### src/rtl/spi_sram_pkg.sv
// Shared opcodes, widths, FSM state encoding and request record for the SPI SRAM master.
package spi_sram_pkg;
  localparam logic [7:0] SPI_SRAM_CMD_READ  = 8'h03;
  localparam logic [7:0] SPI_SRAM_CMD_WRITE = 8'h02;
  localparam int         SPI_SRAM_ADDR_W    = 24;

  typedef enum logic [2:0] {IDLE, CMD, ADDR, DATA, HOLD, DESEL} spi_master_state_t;

  typedef struct packed {
    logic                       wr;
    logic [SPI_SRAM_ADDR_W-1:0] addr;
    logic [7:0]                 wdata;
  } spi_req_t;

  function automatic logic [7:0] spi_opcode(input logic wr);
    return wr ? SPI_SRAM_CMD_WRITE : SPI_SRAM_CMD_READ;
  endfunction
endpackage

### src/rtl/spi_sram_master_if.sv
// Host-side request/response bus of the SPI SRAM master.
interface spi_sram_master_if;
  import spi_sram_pkg::*;
  logic                       req_valid;
  logic                       req_ready;
  logic                       req_wr;
  logic [SPI_SRAM_ADDR_W-1:0] req_addr;
  logic [7:0]                 req_wdata;
  logic                       rsp_valid;
  logic [7:0]                 rsp_rdata;
  logic                       busy;

  modport master (output req_valid, req_wr, req_addr, req_wdata,
                  input  req_ready, rsp_valid, rsp_rdata, busy);
  modport slave  (input  req_valid, req_wr, req_addr, req_wdata,
                  output req_ready, rsp_valid, rsp_rdata, busy);
endinterface

### src/rtl/spi_sram_master_sclk_gen.sv
// SCLK generator: toggles every CLK_DIV clk while enabled, always restarts from low.
module spi_sclk_gen #(
  parameter int CLK_DIV = 2
) (
  input  logic clk,
  input  logic rst,
  input  logic en,
  output logic sclk,
  output logic rise_stb,
  output logic fall_stb
);
  localparam int CW = $clog2(CLK_DIV + 1);

  logic [CW-1:0] cnt;
  logic          tick;

  assign tick     = en && (cnt == CW'(CLK_DIV - 1));
  assign rise_stb = tick && !sclk;
  assign fall_stb = tick && sclk;

  // Half-period counter; disabling clears both counter and level.
  always_ff @(posedge clk or posedge rst) begin
    if (rst) begin
      cnt  <= '0;
      sclk <= 1'b0;
    end else if (!en) begin
      cnt  <= '0;
      sclk <= 1'b0;
    end else if (tick) begin
      cnt  <= '0;
      sclk <= ~sclk;
    end else begin
      cnt  <= cnt + 1'b1;
    end
  end
endmodule

### src/rtl/spi_sram_master.sv
// SPI mode-0 master turning byte requests into SRAM READ/WRITE frames, merging
// sequential requests into a single CS-low burst.
module spi_sram_master
  import spi_sram_pkg::*;
#(
  parameter int CLK_DIV     = 2,
  parameter int CS_HIGH_CYC = 8
) (
  input  logic             clk,
  input  logic             rst,
  spi_sram_master_if.slave host,
  output logic             spi_sclk,
  output logic             spi_cs_n,
  output logic             spi_mosi,
  input  logic             spi_miso
);
  localparam int WW = $clog2(CS_HIGH_CYC + CLK_DIV + 1);

  spi_master_state_t          state, state_nxt;
  spi_req_t                   cur;
  logic [SPI_SRAM_ADDR_W-1:0] next_addr;
  logic [4:0]                 bit_cnt;
  logic [7:0]                 tx, rx, rsp_rdata_q;
  logic [WW-1:0]              wcnt;
  logic rise_stb, fall_stb, sclk_en, phase_last, rdy, accept, done_pend, rsp_valid_q;

  assign sclk_en    = state inside {CMD, ADDR, DATA};
  assign phase_last = fall_stb && (bit_cnt == ((state == ADDR) ? 5'd23 : 5'd7));
  assign accept     = host.req_valid && rdy;

  assign host.req_ready = rdy;
  assign host.busy      = (state != IDLE);
  assign host.rsp_valid = rsp_valid_q;
  assign host.rsp_rdata = rsp_rdata_q;
  assign spi_cs_n       = (state == IDLE) || (state == DESEL);

  spi_sclk_gen #(.CLK_DIV(CLK_DIV)) u_sclk (
    .clk(clk), .rst(rst), .en(sclk_en),
    .sclk(spi_sclk), .rise_stb(rise_stb), .fall_stb(fall_stb)
  );

  // State register.
  always_ff @(posedge clk or posedge rst) begin
    if (rst) state <= IDLE;
    else     state <= state_nxt;
  end

  // Next state and accept; in HOLD only a request continuing the burst is taken.
  always_comb begin
    state_nxt = state;
    rdy       = 1'b0;
    case (state)
      IDLE: begin
        rdy = 1'b1;
        if (host.req_valid) state_nxt = CMD;
      end
      CMD:  if (phase_last) state_nxt = ADDR;
      ADDR: if (phase_last) state_nxt = DATA;
      DATA: if (phase_last) state_nxt = HOLD;
      HOLD: begin
        rdy = host.req_valid && (host.req_wr == cur.wr) && (host.req_addr == next_addr);
        if (rdy)                               state_nxt = DATA;
        else if (wcnt == WW'(CLK_DIV - 1))     state_nxt = DESEL;
      end
      DESEL: if (wcnt == WW'(CS_HIGH_CYC - 1)) state_nxt = IDLE;
      default: state_nxt = IDLE;
    endcase
  end

  // Serial data out: opcode, then address MSB-first, then write data (0 on reads).
  always_comb begin
    spi_mosi = 1'b0;
    case (state)
      CMD:     spi_mosi = tx[7];
      ADDR:    spi_mosi = cur.addr[5'd23 - bit_cnt];
      DATA:    spi_mosi = cur.wr & tx[7];
      default: spi_mosi = 1'b0;
    endcase
  end

  // Request latch, bit counter and transmit shifter; bits advance on SCLK fall.
  always_ff @(posedge clk or posedge rst) begin
    if (rst) begin
      cur       <= '0;
      next_addr <= '0;
      bit_cnt   <= '0;
      tx        <= '0;
    end else begin
      case (state)
        IDLE: if (accept) begin
          cur.wr    <= host.req_wr;
          cur.addr  <= host.req_addr;
          cur.wdata <= host.req_wdata;
          next_addr <= host.req_addr + 1'b1;
          tx        <= spi_opcode(host.req_wr);
          bit_cnt   <= '0;
        end
        CMD, ADDR, DATA: if (fall_stb) begin
          bit_cnt <= phase_last ? 5'd0 : bit_cnt + 5'd1;
          tx      <= (state == ADDR && phase_last) ? cur.wdata : {tx[6:0], 1'b0};
        end
        HOLD: if (accept) begin
          tx        <= host.req_wdata;
          next_addr <= next_addr + 1'b1;
          bit_cnt   <= '0;
        end
        default: ;
      endcase
    end
  end

  // Receive shifter and response pulse one clk after the 8th data rise.
  always_ff @(posedge clk or posedge rst) begin
    if (rst) begin
      rx          <= '0;
      done_pend   <= 1'b0;
      rsp_valid_q <= 1'b0;
      rsp_rdata_q <= '0;
    end else begin
      if (state == DATA && rise_stb) rx <= {rx[6:0], spi_miso};
      done_pend   <= (state == DATA) && rise_stb && (bit_cnt == 5'd7);
      rsp_valid_q <= done_pend;
      if (done_pend && !cur.wr) rsp_rdata_q <= rx;
    end
  end

  // Shared dwell counter for HOLD timeout and DESEL chip-select high time.
  always_ff @(posedge clk or posedge rst) begin
    if (rst)                                   wcnt <= '0;
    else if (state_nxt != state)               wcnt <= '0;
    else if (state == HOLD || state == DESEL)  wcnt <= wcnt + 1'b1;
  end
endmodule

### src/flat_wrapper.sv
// flat-port wrapper written by rule: the top's interface ports become plain ports
module spi_sram_master_flat import spi_sram_pkg::*;
#(
  parameter int CLK_DIV     = 2,
  parameter int CS_HIGH_CYC = 8
)
  (clk, rst, spi_sclk, spi_cs_n, spi_mosi, spi_miso, host_req_valid, host_req_wr, host_req_addr, host_req_wdata, host_req_ready, host_rsp_valid, host_rsp_rdata, host_busy);
  spi_sram_master_if host_i ();
  input  logic clk;
  input  logic rst;
  output logic spi_sclk;
  output logic spi_cs_n;
  output logic spi_mosi;
  input  logic spi_miso;
  input wire logic [$bits(host_i.req_valid)-1:0] host_req_valid;
  input wire logic [$bits(host_i.req_wr)-1:0] host_req_wr;
  input wire logic [$bits(host_i.req_addr)-1:0] host_req_addr;
  input wire logic [$bits(host_i.req_wdata)-1:0] host_req_wdata;
  output wire logic [$bits(host_i.req_ready)-1:0] host_req_ready;
  output wire logic [$bits(host_i.rsp_valid)-1:0] host_rsp_valid;
  output wire logic [$bits(host_i.rsp_rdata)-1:0] host_rsp_rdata;
  output wire logic [$bits(host_i.busy)-1:0] host_busy;
  assign host_i.req_valid = host_req_valid;
  assign host_i.req_wr = host_req_wr;
  assign host_i.req_addr = host_req_addr;
  assign host_i.req_wdata = host_req_wdata;
  assign host_req_ready = host_i.req_ready;
  assign host_rsp_valid = host_i.rsp_valid;
  assign host_rsp_rdata = host_i.rsp_rdata;
  assign host_busy = host_i.busy;
  spi_sram_master #(.CLK_DIV(CLK_DIV), .CS_HIGH_CYC(CS_HIGH_CYC)) u_core (.clk(clk), .rst(rst), .host(host_i), .spi_sclk(spi_sclk), .spi_cs_n(spi_cs_n), .spi_mosi(spi_mosi), .spi_miso(spi_miso));
endmodule
### config.mk
export PLATFORM = sky130hd
export DESIGN_NAME = spi_sram_master_flat
export DESIGN_NICKNAME = d
export VERILOG_FILES = /design/src/rtl/spi_sram_pkg.sv /design/src/rtl/spi_sram_master_if.sv /design/src/rtl/spi_sram_master_sclk_gen.sv /design/src/rtl/spi_sram_master.sv /design/src/flat_wrapper.sv
export SDC_FILE = /design/constraint.sdc
export NUM_CORES = 1
export LEC_CHECK = 0
export BUFFER_PORTS_ARGS = -buffer_cell sky130_fd_sc_hd__buf_2
export CORE_MARGIN = 4
export CORE_UTILIZATION = 60
export DETAILED_ROUTE_END_ITERATION = 8
export PLACE_DENSITY = 0.81
export SYNTH_ARGS = -nofsm -noshare
export SYNTH_HDL_FRONTEND = slang
export SYNTH_SLANG_ARGS = --single-unit
### constraint.sdc
create_clock -name clk -period 4.5 [get_ports clk]
set_clock_uncertainty 0.2 [all_clocks]
set_input_delay 0.45 -clock clk [delete_from_list [all_inputs] [get_ports clk]]
set_output_delay 0.45 -clock clk [all_outputs]
set_load 0.05 [all_outputs]
==> flow_summary.toml <==
[status]
status = "finished clean"

[synthesis]
yosys.area.top_type_share_pct = 40.99
yosys-mux-area-fraction_pct = 10.27
syn_area_per_cell_um2 = 8.722
synth_top_cells_by_area = "dfrtp_1 41%, nand2_1 9.3%, mux2_2 5.5%"
syn_area_um2 = 5983
syn_inst = 686
post_synth_edffs = 0
synth.net_count = 727
yosys_cell_types = 62
synth-async-reset-ratio_pct = 100.0
yosysWarnings = 0
synth_fa_ha_area_share_pct = 0.8365
sequential_to_total_area_share_from_yosys_stat_pct = 40.99
postSynth.topFlopCell = "dfrtp_1"
synthDominantAreaCellType = "dfrtp_1"
postSynthRegisterBits = 98
yosys.area_share.xor_xnor_pct = 4.684
synth_top_family_by_area = "simple AND/OR/NAND/NOR gates"
synthSimpleGateAreaFrac_pct = 23.30
synth_compound_area_share_pct = 15.77

[clock_tree]
clkLatencyLatePin_ns = 0.39
numCtsBuffers = 9
clk_transition_reported_paths_ns = 0.12
clock-root-buffer = "clkbuf_8"
post_cts.repair.setup_buffers = 0
cts_tree = "built"
clk_path_buf_depth = 2
cts_resized = 0
clkSinkCount = 98
cts_hold_buffers = 0
ctsHtreeMaxLevel = 3

[finish]
fraction_of_layout_cells_with_a_size_suffix_above_1_pct = 17.88
most-common-layout-cells = "148 x nand2_1, 98 x dfrtp_1, 50 x buf_2, 40 x nor2_1, 34 x o21ai_0"
multi_input_comb_area_um2 = 3294
filler_cell_count = 835
insertedDiodeCount = 0
synthToLayoutAreaGrowth_pct = 8.992
register_area_um2 = 2452
post-route-cell-area_um2 = 6521
core_occupancy_in_the_finished_layout_pct = 67.03
most_common_library_cell_in_the_layout_ignoring_fill_and_taps = "nand2_1"
finish.net_count = 752

[grt]
groute.usage.overall_pct = 29.00
gr-usage-met1_pct = 40.20
number_of_antenna_violations_at_the_first_check_in_global_routing = 0
grt_use_met2_pct = 46.18
use_met3_pct = 4.739
busiest_layer = "met2"
maximum_number_of_pins_on_one_net_before_global_route_repair = 69
grt_first_pass_wirelength_mm = 26.46
grt_pass1_vias = 5294
grt_overflow = 0

[pwr]
power.density_cell_area_nw_per_um2 = 512.1
leakagePower_uw = 0.002891
ir_worst_vdd_uv = 232.2

[timing]
final.period_utilization_pct = 80.22
layout_setup_ws_ns = 0.8903
final-hold-violation-count = 0
maxClockFrequency_ghz = 0.2770
tightestPinTransition_ns = 1.110
relative_max_transition_margin_pct = 25.65
slew_viol_final = 0
whs_ns = 0.02201
setup_viol_count_final = 0
period_minus_slack_ns = 3.610
setup_repair_after_global_routing_missed_its_margin = "no"
tns_ns = 0

[place]
placement.setup.worst_slack_ns = 1.037
post_dp_cell_area_um2 = 6329
port_buffers = 50
detailedPlacementHpwl_mm = 11.52
gp_routability_congestion = 0.9566

[die]
design.die.area_um2 = 11630
die_x_um = 107.9
rows = 36
fp.dieH_um = 107.9
initial_utilization_pct = 61.50
core_um2 = 9729
top_level_ports = 51

[drt]
routed_wl_mm = 16.39
num_vias = 5502
drt-vias-per-instance = 6.481
detail_route.iter0.violations = 574
post-route-drc-count = 0
drt-pass1-iter-count = 5
route.detailed.wl_per_inst_um = 19.31
drtAntennaViolNets = 0

[worst_setup_path]
regToRegEndpoint = "u_core.next_addr[4]"
worstSetupEndpointType = "flip-flop"
cp_max_stage_delay_ns = 0.71
critPathSlowestCell = "nor2_1"
worst-endpoint-required_ns = 4.60
timing.rr.start = "u_core.state[1]"
path_max_fanout = 15
critPathArrivalTime_ns = 3.71
timing.reg2reg.worst_path_depth = 7
timing.reg2reg.setup_slack_ns = 0.89
crit_chain = "nor2_1 > nand2_1 > nor2_2 > a31oi_1 > buf_4 > or4_1 > o211ai_1"
critical_setup_path_class = "flip-flop to flip-flop"
worst_setup_path_start_kind = "flip-flop"
timing.critical_path.from = "u_core.state[1]"

[hold_path]
min_path_type = "primary input to asynchronous set/reset pin"

[flow_run]
max-cap-violations = 0
-- through the flow --
| step | instances | total power (uW) |
|---|---|---|
| 5_1_grt | 849 | 3547 |
| 3_3_place_gp | 833 | 2695 |
| 3_5_place_dp | 833 | 2761 |
| 2_1_floorplan | 686 | 2427 |
| 6_report | 849 | 3339 |
| 4_1_cts | 849 | 3335 |
-- synthesized netlist by cell type (all sizes together), types with 5 or more instances --
cell type / number
mux2i: 13
nand2: 148
inv: 14
or4: 5
or3: 7
o211ai: 9
o21ai: 35
a211oi: 8
xor2: 5
nor4: 8
a31oi: 15
nand4: 13
o31ai: 10
o22ai: 5
nor3: 17
xnor2: 27
nor2: 41
nand3: 29
buf: 9
clkbuf: 40
a21oi: 18
mux4: 7
mux2: 29
and3: 6
a22oi: 5
dfrtp: 98
-- layout make-up --
class                   count  area share [%]
repair buffers             63           5.526
inverters                  14          0.8442
clock inverters             6          0.8442
well taps                 133           2.552
flip-flops and latches     98           37.61
clock buffers              10           2.111
multi-input cells         525           50.52
-- report_power, final --
group	switching (uW)	internal (uW)
Combinational	630	560
Clock	350	228
Sequential	363	1210
Total	1340	2000
-- how the worst max path moves through the flow --
stage,to,depth (start not counted)
floorplan,u_core.next_addr[14],13
global placement,u_core.next_addr[23],7
detailed placement,u_core.next_addr[4],7
CTS,u_core.next_addr[4],7
global route,u_core.next_addr[4],7
finish,u_core.next_addr[4],7
-- flip-flops by register name, summed over array words and instances, names as in the netlist --
| signal | cells |
|---|---|
| u_core.host.rsp_rdata | 8 |
| u_core.tx | 8 |
| u_core.host.rsp_valid | 1 |
| u_core.done_pend | 1 |
| u_core.rx | 8 |
| u_core.u_sclk.sclk | 1 |
| u_core.wcnt | 4 |
| u_core.u_sclk.cnt | 2 |
| u_core.bit_cnt | 5 |
| u_core.next_addr | 24 |
| u_core.state | 3 |
| u_core.cur | 33 |
-- metal layers --
metal / vias to the layer above / share of wire (%)
met4: 0 / 2.8
met3: 44 / 8.0
li1: 2509 / -
met5: - / 0
met2: 312 / 48
met1: 2637 / 42
-- critical path, delay by kind of cell, from the launching register on --
| kind | cells | cell delay [ns] |
|---|---|---|
| AND/OR/NAND/NOR | 4 | 1.95 |
| flip-flops | 1 | 0.57 |
| AO/OA/AOI/OAI | 2 | 0.47 |
| buffers and inverters | 1 | 0.34 |
-- cells by family (layout without fill, tap and decap cells) --
group,count (synthesis),in the layout
and+or+nand+nor,300,300
AOI/OAI and AO/OA,140,140
DFF,98,98
buffers and inverters,63,93
muxes,49,49
xor gates and xnor gates,32,32
adders and majority gates,4,4
No activity file was read; power rests on OpenSTA's default activity.
